File: src/rtl/midi_note_tx.sv
`default_nettype none
// ============================================================================
// midi_note_tx : debounced push-buttons -> MIDI Note On/Off on a UART line
// Rev 1.0      : initial release
// ============================================================================
module midi_note_tx #(
  parameter int NUM_BTNS       = 4,
  parameter int BAUD_DIV       = 3200,
  parameter int DEBOUNCE_CYC   = 1000000,
  parameter int BASE_NOTE      = 60,
  parameter int VELOCITY       = 100,
  parameter int RUNNING_STATUS = 0
) (
  input  logic                clk,
  input  logic                rst,
  input  logic [NUM_BTNS-1:0] btn,
  input  logic [3:0]          channel,
  output logic                midi_tx,
  output logic                busy,
  output logic                led
);

  localparam int c_baud_w = (BAUD_DIV > 1) ? $clog2(BAUD_DIV) : 1;
  localparam int c_db_w   = (DEBOUNCE_CYC > 0) ? $clog2(DEBOUNCE_CYC + 1) : 1;
  localparam int c_idx_w  = (NUM_BTNS > 1) ? $clog2(NUM_BTNS) : 1;

  localparam logic [c_baud_w-1:0] c_baud_max = c_baud_w'(BAUD_DIV - 1);
  localparam logic [c_db_w-1:0]   c_db_max   = c_db_w'(DEBOUNCE_CYC - 1);
  localparam logic [7:0]          c_velocity = 8'(VELOCITY & 127);
  localparam logic [6:0]          c_base     = 7'(BASE_NOTE);
  localparam logic                c_rs       = (RUNNING_STATUS != 0);

  typedef enum logic [2:0] {
    S_IDLE  = 3'd0,
    S_LOAD  = 3'd1,
    S_START = 3'd2,
    S_DATA  = 3'd3,
    S_STOP  = 3'd4
  } state_t;

  state_t r_state, w_state_next;

  // Free-running baud counter
  logic [c_baud_w-1:0] r_baud;
  logic                w_tick;

  assign w_tick = (r_baud == c_baud_max);

  always_ff @(posedge clk or negedge rst) begin
    if (!rst)        r_baud <= '0;
    else if (w_tick) r_baud <= '0;
    else             r_baud <= r_baud + 1'b1;
  end

  // Input synchroniser
  logic [NUM_BTNS-1:0] r_sync1, r_sync2;

  always_ff @(posedge clk or negedge rst) begin
    if (!rst) begin
      r_sync1 <= '0;
      r_sync2 <= '0;
    end else begin
      r_sync1 <= btn;
      r_sync2 <= r_sync1;
    end
  end

  logic [NUM_BTNS-1:0] w_rise, w_fall;

  for (genvar gi = 0; gi < NUM_BTNS; gi++) begin : g_btn
    logic [c_db_w-1:0] r_cnt;
    logic              r_level;
    logic              w_differ;
    logic              w_done;

    assign w_differ = r_sync2[gi] ^ r_level;
    assign w_done   = w_differ && (r_cnt == c_db_max);

    // Any cycle of agreement restarts the stability window
    always_ff @(posedge clk or negedge rst) begin
      if (!rst) begin
        r_cnt   <= '0;
        r_level <= 1'b0;
      end else if (!w_differ) begin
        r_cnt <= '0;
      end else if (w_done) begin
        r_cnt   <= '0;
        r_level <= ~r_level;
      end else begin
        r_cnt <= r_cnt + 1'b1;
      end
    end

    assign w_rise[gi] = w_done & ~r_level;
    assign w_fall[gi] = w_done &  r_level;
  end

  // Arbitration: lowest pending index wins
  logic [NUM_BTNS-1:0] r_pend_on, r_pend_off, r_sent;
  logic [NUM_BTNS-1:0] w_pend;
  logic                w_found;
  logic [c_idx_w-1:0]  w_sel_idx;
  logic                w_sel_on;
  logic                w_load;

  assign w_pend = r_pend_on | r_pend_off;

  always_comb begin
    w_found   = 1'b0;
    w_sel_idx = '0;
    for (int i = NUM_BTNS - 1; i >= 0; i--) begin
      if (w_pend[i]) begin
        w_found   = 1'b1;
        w_sel_idx = c_idx_w'(i);
      end
    end
  end

  // With both edges pending, play whichever restores alternation with sent[]
  assign w_sel_on = r_pend_on[w_sel_idx] &
                    (~r_pend_off[w_sel_idx] | ~r_sent[w_sel_idx]);
  assign w_load   = (r_state == S_IDLE) && w_found;

  logic [NUM_BTNS-1:0] w_sel_mask, w_clr_on, w_clr_off;

  assign w_sel_mask = w_load ? (NUM_BTNS'(1) << w_sel_idx) : '0;
  assign w_clr_on   = w_sel_mask & {NUM_BTNS{w_sel_on}};
  assign w_clr_off  = w_sel_mask & {NUM_BTNS{~w_sel_on}};

  always_ff @(posedge clk or negedge rst) begin
    if (!rst) begin
      r_pend_on  <= '0;
      r_pend_off <= '0;
      r_sent     <= '0;
    end else begin
      r_pend_on  <= (r_pend_on  & ~w_clr_on)  | w_rise;
      r_pend_off <= (r_pend_off & ~w_clr_off) | w_fall;
      r_sent     <= (r_sent & ~w_sel_mask) | w_clr_on;
    end
  end

  // Message assembly
  logic [7:0] r_last_status;
  logic [7:0] w_status;
  logic [7:0] w_note;
  logic [7:0] w_vel;
  logic       w_skip;

  assign w_status = {((w_sel_on || c_rs) ? 4'h9 : 4'h8), channel};
  assign w_note   = {1'b0, c_base + 7'(w_sel_idx)};
  assign w_vel    = w_sel_on ? c_velocity : 8'h00;
  assign w_skip   = c_rs && (w_status == r_last_status);

  // FSM
  logic [2:0] r_bit_cnt;
  logic [1:0] r_bytes_left;

  always_ff @(posedge clk or negedge rst) begin
    if (!rst) r_state <= S_IDLE;
    else      r_state <= w_state_next;
  end

  always_comb begin
    w_state_next = r_state;
    case (r_state)
      S_IDLE:  if (w_found) w_state_next = S_LOAD;
      S_LOAD:  if (w_tick)  w_state_next = S_START;
      S_START: if (w_tick)  w_state_next = S_DATA;
      S_DATA:  if (w_tick && (r_bit_cnt == 3'd7)) w_state_next = S_STOP;
      S_STOP:  if (w_tick)  w_state_next = (r_bytes_left != 2'd0) ? S_START : S_IDLE;
      default: w_state_next = S_IDLE;
    endcase
  end

  // Serialiser datapath; the line only moves on a tick
  logic [23:0] r_msg;
  logic [7:0]  r_shift;
  logic        r_tx;
  logic        r_busy;
  logic        r_led;
  logic        w_next_byte;

  assign w_next_byte = w_tick &&
                       ((r_state == S_LOAD) ||
                        ((r_state == S_STOP) && (r_bytes_left != 2'd0)));

  always_ff @(posedge clk or negedge rst) begin
    if (!rst) begin
      r_msg         <= '0;
      r_shift       <= '0;
      r_bit_cnt     <= '0;
      r_bytes_left  <= '0;
      r_last_status <= 8'h00;
      r_tx          <= 1'b1;
      r_busy        <= 1'b0;
      r_led         <= 1'b0;
    end else if (w_load) begin
      r_msg         <= w_skip ? {8'h00, w_vel, w_note} : {w_vel, w_note, w_status};
      r_bytes_left  <= w_skip ? 2'd2 : 2'd3;
      r_last_status <= w_status;
      r_busy        <= 1'b1;
      r_led         <= 1'b1;
    end else if (w_next_byte) begin
      r_tx         <= 1'b0;
      r_shift      <= r_msg[7:0];
      r_msg        <= {8'h00, r_msg[23:8]};
      r_bytes_left <= r_bytes_left - 2'd1;
    end else if (w_tick) begin
      case (r_state)
        S_START: begin
          r_tx      <= r_shift[0];
          r_shift   <= {1'b0, r_shift[7:1]};
          r_bit_cnt <= 3'd0;
        end
        S_DATA: begin
          if (r_bit_cnt == 3'd7) begin
            r_tx <= 1'b1;
          end else begin
            r_tx      <= r_shift[0];
            r_shift   <= {1'b0, r_shift[7:1]};
            r_bit_cnt <= r_bit_cnt + 3'd1;
          end
        end
        S_STOP: begin
          r_tx   <= 1'b1;
          r_busy <= 1'b0;
          r_led  <= 1'b0;
        end
        default: r_tx <= 1'b1;
      endcase
    end
  end

  assign midi_tx = r_tx;
  assign busy    = r_busy;
  assign led     = r_led;

endmodule
`default_nettype wire
File: config.mk
export PLATFORM = sky130hd
export DESIGN_NAME = midi_note_tx
export DESIGN_NICKNAME = d
export VERILOG_FILES = /design/src/rtl/midi_note_tx.sv
export SDC_FILE = /design/constraint.sdc
export NUM_CORES = 1
export LEC_CHECK = 0
export CORE_MARGIN = 2
export CORE_UTILIZATION = 40
export DETAILED_ROUTE_END_ITERATION = 6
export GPL_TIMING_DRIVEN = 0
export PLACE_DENSITY = 0.6
export SLEW_MARGIN = 20
export SYNTH_ARGS = -nofsm -noshare
export SYNTH_HDL_FRONTEND = slang
export SYNTH_SLANG_ARGS = --single-unit
File: constraint.sdc
create_clock -name clk -period 1.9 [get_ports clk]
set_input_delay 0.475 -clock clk [delete_from_list [all_inputs] [get_ports clk]]
set_output_delay 0.475 -clock clk [all_outputs]
set_load 0.01 [all_outputs]
* After elaboration in Yosys (flattened, before gate mapping)
Cells that the tools add are included.
** Operators by class
- Add/subtract/negate cells :: 8
- Order comparisons :: 1
- Eq/ne operators :: 18
- Shifts and indexed selects :: 1
- Muxes and demuxes :: 51
- Bitwise operators :: 35
- Reduce and logical (&&, ||, !) cells :: 26
** Operator list (count)
- 20-bit 2-to-1 mux :: 8
- 20-bit by 1-bit adder with 20-bit output (second input constant) :: 4
- 20-bit equality test (second input constant) :: 4
- 24-bit 2-to-1 mux :: 2
- 8-bit 2-to-1 mux :: 3
- 4-bit bitwise AND :: 5
- 3-bit 2-to-1 mux :: 6
- 4-bit bitwise OR :: 4
- 8-bit case mux with 2 select lines :: 1
- 1-bit 2-to-1 mux :: 15
- 3-bit case mux with 5 select lines :: 1
- 2-bit 2-to-1 mux :: 7
- 2-bit != test (second input constant) :: 7
- 12-bit by 1-bit adder with 12-bit output (second input constant) :: 1
- 12-bit equality test (second input constant) :: 1
- 12-bit 2-to-1 mux :: 1
- 4-bit inverter :: 3
- 2-bit nonzero test :: 6
- 2-bit AND reduction :: 5
- 5-bit AND reduction :: 2
- 1-bit bitwise AND :: 9
- 1-bit inverter :: 9
- 1-bit logical AND :: 8
- 6-bit by 2-bit adder with 7-bit output (first input constant) :: 1
- 20 further kinds :: 27
** Word-level totals
- Bits in registers :: 158
- Logic and storage cells :: 161

* Logic depth before layout (Yosys ltp)
Gate-level depths: netlist of the first run.
- Word-level depth :: 15
- Gate-level depth with buffers :: 8
- Gate-level depth less buffers :: 7

* Worst setup path before layout of the first run
Ideal clock, no wire load.
- Path type :: register -> register
- From :: register r_baud[0]
- To :: register r_shift[7]
- Arrival time :: 1.686 ns
- Slack :: 0.096 ns
- Cell stages (with the launch flop) :: 8
- Buffers on the path :: 1
- Period minus slack after synthesis :: 1.804 ns
- Path through :: dfrtp_1 -> ha_1 -> nand3_2 -> nor4_4 -> nand3_2 -> and2_1 -> buf_2 -> a21o_1
** On the way
- Longest elaborated chain between the ends :: 4
- Elaborated cells on any way between the ends :: 7
- Classes of those cells :: eq/ne: 2; mux: 1; reduce/logical: 4
** RTL lines
- start: declaration :: RTL line 44 : logic [c_baud_w-1:0] r_baud;
- start signal: assignment :: RTL line 52 : else r_baud <= r_baud + 1'b1;
- 12-bit equality test * :: RTL line 47 : assign w_tick = (r_baud == c_baud_max);
- 1-bit logical AND :: RTL line 183 : assign w_next_byte = w_tick &&
- 3-bit != test (no line), or another cell as far along
- 4-bit AND reduction (no line)
- end signal: assignment :: RTL line 205 : r_shift <= r_msg[7:0];
- end signal: assignment :: RTL line 212 : r_shift <= {1'b0, r_shift[7:1]};
- end signal: assignment :: RTL line 220 : r_shift <= {1'b0, r_shift[7:1]};
- end: declaration :: RTL line 177 : logic [7:0] r_shift;
Every way passes the cells marked *; elsewhere a longest branch is shown, timed or not.
A chain may end at the register's enable or synchronous reset.

* Worst setup path after layout of the first run
- From :: register r_bytes_left[1]
- To :: register r_msg[4]
** On the way
- Longest elaborated chain between the ends :: 5
** RTL lines
- start: declaration :: RTL line 156 : logic [1:0] r_bytes_left;
- start signal: assignment :: RTL line 199 : r_bytes_left <= w_skip ? 2'd2 : 2'd3;
- start signal: assignment :: RTL line 207 : r_bytes_left <= r_bytes_left - 2'd1;
- 2-bit nonzero test :: RTL line 185 : ((r_state == S_STOP) && (r_bytes_left != 2'd0)));
- 1-bit logical AND :: RTL line 185
- 1-bit logical OR :: RTL line 184 : ((r_state == S_LOAD) ||
- 1-bit logical AND :: RTL line 183
- 2-bit nonzero test (no line)
- end signal: assignment :: RTL line 198 : r_msg <= w_skip ? {8'h00, w_vel, w_note} : {w_vel, w_note, w_status};
- end signal: assignment :: RTL line 206 : r_msg <= {8'h00, r_msg[23:8]};
- end: declaration :: RTL line 176 : logic [23:0] r_msg;
No other way between the ends.

==> flow_summary.toml, run 1 <==
[clocking]
cts_buffers = 17
ctsLongestPathBuffers = 2
clk_latency_ns = 0.42
numClockSinks = 147
cts.clk_slew.worst_paths_ns = 0.06
htreeDepth = 4
cts_tree = "yes"
ctsRootBufferMaster = "clkbuf_16"

[timing]
max_freq_ghz = 0.534
tns_ns = 0
setup_viol = 0
grt_setup_unrepaired = "true"
tightestPinTransition_ns = 0.580
finalClockSkew_ns = 0.00670
fin_crit_sh = 0.985
min_period_ns = 1.87
slew_headroom = 0.611
maxSlewViolCount = 0
hold_viol_final = 0

[synthesis]
postSynthAreaPerCell_um2 = 10.2
synth_edf_count = 0
ys.flop_type = "dfrtp_1"
syn-instance-count = 673
yosys_warnings = 0
syn_nets = 691
ys_types = 63
synth_seq_area_share = 0.538
synth_seq_cells = 147
async_reset_ff_frac = 1.00
syn_area_um2 = 6840

[cells_and_area]
instances_no_fill = 959
final_area_um2 = 8210
area.growth.synth_to_final_pct = 20.0
layout_commonest_cell = "dfrtp_1"
n_antenna_cell = 0
layout.nets = 744
layout-drive-gt1-share = 0.154
final_cell_mix = "dfrtp_1, nor2_1, nand2_1"
n_fill_cell = 1510

[worst_setup_path]
start_kind = "register"
critical_path.max_stage_delay_ns = 0.40
reg2reg_depth = 8
worstPathRequired_ns = 2.20
cp_cell_sequence = "inv_1 -> ha_4 -> or3b_4 -> a21oi_4 -> and2_1 -> buf_6 -> nor2_4 -> a221o_1"
end_kind = "register"
cp.arrival_ns = 2.17
critical_path.slowest_cell = "or3b_4"
crit_type = "reg -> reg"
worstPathMaxFanout = 6

[place]
place_area_um2 = 7270
numPortBuffers = 12
dp_hpwl_um = 8470
place_congestion = 0.797
place_inst = 906

[flow_run]
drv_cap = 0

[power]
clkPwrFrac = 0.495
p_comb_frac = 0.026
pwr-share-seq = 0.479
intPower_w = 0.00528
p_sw_frac = 0.208
p_switching_w = 0.00139
fin_total_pwr_w = 0.00667
p_per_area_nw_per_um2 = 812
vdd_ir_drop_max_mv = 0.676
p_leak_nw = 3.64

[drt]
drt_iter0_drc = 216
vias = 4934
post_drt_wl_per_cell_um = 13.4
dr.pass1.iters = 4
viasPerCell = 5.14
route.detailed.drc = 0
ant_nets = 0
totalWireLength_um = 12800

[floorplan]
initial_core_util = 0.411
dieWidth_um = 135
core_area_um2 = 16600
rows = 47
pin_count = 13
fp.dieH_um = 135
dieArea_um2 = 18200

[hold_path]
whs_path_depth = 0
min-delay-path-class = "reg -> reg"

[run_status]
status = "finished, final reports clean"

[global_route]
grt_pass1_vias = 4818
gr-total-overflow = 0
antenna_found_initial = 0
grt_max_degree = 95
grt_use_total = 0.154
grt_pass1_wl_um = 22300
[per-stage QoR]
step	hold WS, ns	util	setup WS [ns]
after floorplan	0.179	-	0.0959
after CTS	0.372	0.478	0.00690
after global placement	0.333	0.435	-5.38
final	0.361	0.493	0.0280
after global routing	0.373	0.493	-0.0762
after detailed placement	0.358	0.437	-0.240
[metal layers]
metal  track usage  up-vias  wire length, um
li1              -     2415                -
met1         0.203     2454             6250
met2         0.243       51             6030
met3        0.0462       14              388
met4        0.0497        0              170
met5             0        -                0
[critical path: cells and delay by family, from the launching register on]
family	cells	cell delay [ns]
and+or+nand+nor	3	0.59
adders and majority gates	1	0.16
AOI/OAI and AO/OA	2	0.46
buffers and inverters	2	0.19
DFF	1	0.35
[registers in the layout (all words and copies together) (netlist names), named ones only]
signal	flops
g_btn.r_level	4
r_baud	12
r_bit_cnt	3
g_btn.r_cnt	80
r_sync2	4
midi_tx	1
r_msg	13
r_shift	8
r_sync1	4
led	1
r_state	3
r_pend_off	4
r_pend_on	4
r_bytes_left	2
[Yosys cell counts (6+ instances only)]
cell | count | area [um2]
xor2_1 | 51 | 447
o22ai_1 | 8 | 50.1
inv_1 | 26 | 97.6
nor3_1 | 18 | 90.1
nand3_1 | 43 | 215
and3_1 | 13 | 81.3
nand2_1 | 53 | 199
dfrtp_1 | 146 | 3650
o21ai_0 | 15 | 75.1
and2_1 | 6 | 37.5
nand4_1 | 19 | 119
xnor2_1 | 35 | 307
ha_1 | 8 | 100
or3_1 | 6 | 37.5
a21oi_1 | 23 | 115
clkbuf_1 | 8 | 30.0
nor2_1 | 105 | 394
[worst paths after layout]
| path | slack [ns] | start | endpoint |
|---|---|---|---|
| worst max register to register | 0.03 | r_bytes_left[1] | r_msg[4] |
| worst max-delay path | 0.03 | r_bytes_left[1] | r_msg[4] |
| worst min register to register | 0.36 | r_sync1[2] | r_sync2[2] |
| min in group asynchronous | 0.58 | rst | r_baud[4] |
| worst min-delay path | 0.36 | r_sync1[2] | r_sync2[2] |
| max in group asynchronous | 0.53 | rst | r_pend_on[1] |
[final cells by class]
cell class | count | area, um2 | share of cell area
Clock inverter | 10 | 105 | 0.0128
Inverter | 26 | 97.6 | 0.0119
Sequential cell | 147 | 3680 | 0.448
Clock buffer | 22 | 484 | 0.0590
Buffer | 20 | 143 | 0.0174
Tap cell | 220 | 275 | 0.0335
Multi-Input combinational cell | 479 | 3110 | 0.378
Timing Repair Buffer | 35 | 319 | 0.0389
[power groups by stage]
| stage | Sequential [W] | Clock [W] | Combinational, W |
|---|---|---|---|
| floorplan | 0.00324 | 0 | 0.0000665 |
| global placement | 0.00325 | 0 | 0.000164 |
| detailed placement | 0.00325 | 0 | 0.000175 |
| CTS | 0.00319 | 0.00339 | 0.000180 |
| global route | 0.00319 | 0.00353 | 0.000204 |
| finish | 0.00319 | 0.00330 | 0.000176 |
[repair_timing]
item	4_1_cts	5_1_grt
gates cloned	0	1
resized for setup	14	40
endpoints found under the hold margin	53	0
setup endpoints to repair	59	59
buffers inserted	4	17
hold buffers	1	0
pin swaps	2	13
[kinds of logic (layout without fill, tap and decap cells)]
group | Yosys count | in the layout | synth area share
AND/OR/NAND/NOR | 301 | 301 | 0.222
AO/OA/AOI/OAI | 82 | 82 | 0.0799
flip-flops | 147 | 147 | 0.538
buffers and inverters | 47 | 113 | 0.0322
multiplexers | 2 | 2 | 0.00329
XOR/XNOR | 86 | 86 | 0.110
adder cells (fa/ha/maj) | 8 | 8 | 0.0146
Power figures use the tool's default switching activity.
==> run 2: changes to the inputs <==
--- a/config.mk
+++ b/config.mk
@@ -9,7 +9,7 @@
 export CORE_UTILIZATION = 40
 export DETAILED_ROUTE_END_ITERATION = 6
 export GPL_TIMING_DRIVEN = 0
-export PLACE_DENSITY = 0.6
+export PLACE_DENSITY = 0.58
 export SLEW_MARGIN = 20
 export SYNTH_ARGS = -nofsm -noshare
 export SYNTH_HDL_FRONTEND = slang
==> constraint.sdc (replaced) <==
create_clock -name clk -period 2.06 [get_ports clk]
set_input_delay 0.515 -clock clk [delete_from_list [all_inputs] [get_ports clk]]
set_output_delay 0.515 -clock clk [all_outputs]
set_load 0.01 [all_outputs]
==> flow_summary.toml, run 2 (synthesis gave the netlist of run 1 again) <==
[timing]
maxSlewViolCount = 0
finalClockSkew_ns = 0.00502
grt_setup_unrepaired = "true"
hold_viol_final = 0
tightestPinTransition_ns = 0.575
slew_headroom = 0.617
max_freq_ghz = 0.502
fin_crit_sh = 0.966
setup_viol = 0
min_period_ns = 1.99

[clocking]
ctsRootBufferMaster = "clkbuf_16"
cts.clk_slew.worst_paths_ns = 0.06
ctsLongestPathBuffers = 2
hold_buffers = 0
clk_latency_ns = 0.42
cts_tree = "yes"
htreeDepth = 4
cts_buffers = 17
numClockSinks = 147

[global_route]
grt_pass1_vias = 4871
grt_use_total = 0.158
gr-total-overflow = 0
grt_pass1_wl_um = 23000
antenna_found_initial = 0
grt_max_degree = 75

[flow_run]
drv_cap = 0

[power]
p_leak_nw = 3.54
fin_total_pwr_w = 0.00652
vdd_ir_drop_max_mv = 0.448
p_per_area_nw_per_um2 = 815

[worst_setup_path]
path_buf_inv = 1
crit_type = "reg -> out"
end_kind = "primary output"
worstPathMaxFanout = 2
start_kind = "register"
cp_top_family = "flip-flops"
cp_cell_sequence = "clkdlybuf4s50_1"
cp.arrival_ns = 1.48
worstPathRequired_ns = 1.54
critical_path.max_stage_delay_ns = 0.53
critical_path.slowest_cell = "dfstp_2"

[drt]
dr.pass1.iters = 4
post_drt_wl_per_cell_um = 13.9
ant_nets = 0
totalWireLength_um = 13100
route.detailed.drc = 0
drt_iter0_drc = 268
viasPerCell = 5.18
vias = 4863

[cells_and_area]
max_flop_register = "g_btn.r_cnt"
area.growth.synth_to_final_pct = 16.9
final_cell_mix = "dfrtp_1, nor2_1, nand2_1"
layout-drive-gt1-share = 0.107
top_regs = "g_btn.r_cnt: 80 flops, r_msg: 13 flops, r_baud: 12 flops"
final_area_um2 = 8000
n_fill_cell = 1563
layout_commonest_cell = "dfrtp_1"
layout.nets = 724
seqCellArea_um2 = 3680
largest_reg_flops = 80
multi_input_comb_area_um2 = 2990
n_antenna_cell = 0

[floorplan]
dieWidth_um = 135
rows = 47
initial_core_util = 0.411
dieArea_um2 = 18200
core_area_um2 = 16600
fp.dieH_um = 135
pin_count = 13

[place]
dp_hpwl_um = 8640
numPortBuffers = 12
place_area_um2 = 7270
place_congestion = 0.808

[run_status]
status = "finished, final reports clean"

[hold_path]
min-delay-path-class = "in -> async"
[run 2: cell count changes in the layout (fill, tap and decap cells not counted), sizes merged]
| cell | delta |
|---|---|
| buf | -20 |
| clkinv | -2 |
| inv | +1 |
| clkbuf | -2 |
| bufinv | +3 |
| dlygate4sd2 | -2 |
| clkdlybuf4s50 | +2 |
| clkinvlp | +1 |
| dlygate4sd3 | -1 |
[run 2: final cells by class]
| class | count | share of cell area |
|---|---|---|
| Inverter | 26 | 0.0122 |
| Clock buffer | 19 | 0.0566 |
| Buffer | 20 | 0.0158 |
| Timing Repair Buffer | 15 | 0.0210 |
| Clock inverter | 13 | 0.0257 |
| Tap cell | 220 | 0.0344 |
| Sequential cell | 147 | 0.460 |
| Multi-Input combinational cell | 479 | 0.374 |
[run 2: per-stage QoR]
stage	instances	util	hold slack (ns)	worst slack, ns	setup TNS [ns]
4_1_cts	938	0.476	0.0680	0.0146	0
3_5_place_dp	906	0.437	0.356	-0.00990	-0.00990
2_1_floorplan	673	-	0.219	0.256	0
3_3_place_gp	905	0.435	0.350	-5.33	-780.82
6_report	939	0.480	0.0361	0.0697	0
5_1_grt	939	0.480	0.0893	-0.00675	-0.0130
[run 2: what timing repair did]
item                       in CTS  in global routing
setup endpoints to repair       3                 39
gates resized for setup         0                 20
pin swaps                       1                  5
buffers inserted                0                  2
[run 2: layer usage]
| metal | track usage | vias to the layer above | part of all wire |
|---|---|---|---|
| met5 | 0 | - | 0 |
| met4 | 0.0596 | 0 | 0.016 |
| met3 | 0.0417 | 15 | 0.031 |
| met2 | 0.252 | 61 | 0.48 |
| met1 | 0.207 | 2404 | 0.47 |
| li1 | - | 2383 | - |
[run 2: final timing paths]
check	startpoint	end	slack, ns	cells after the start
worst max-delay path	midi_tx	midi_tx	0.07	1
worst min-delay path	rst	r_baud[6]	0.04	1
worst max register to register	r_baud[1]	r_msg[3]	0.12	7
worst min register to register	r_sync1[3]	r_sync2[3]	0.37	0
max in group asynchronous	rst	midi_tx	1.27	2
min in group clk	r_sync1[3]	r_sync2[3]	0.37	0
[run 2: power by group]
part | internal, W | total, W | switching [W]
clock network | 0.00221 | 0.00341 | 0.00120
registers | 0.00292 | 0.00294 | 0.0000263
logic | 0.0000505 | 0.000157 | 0.000106
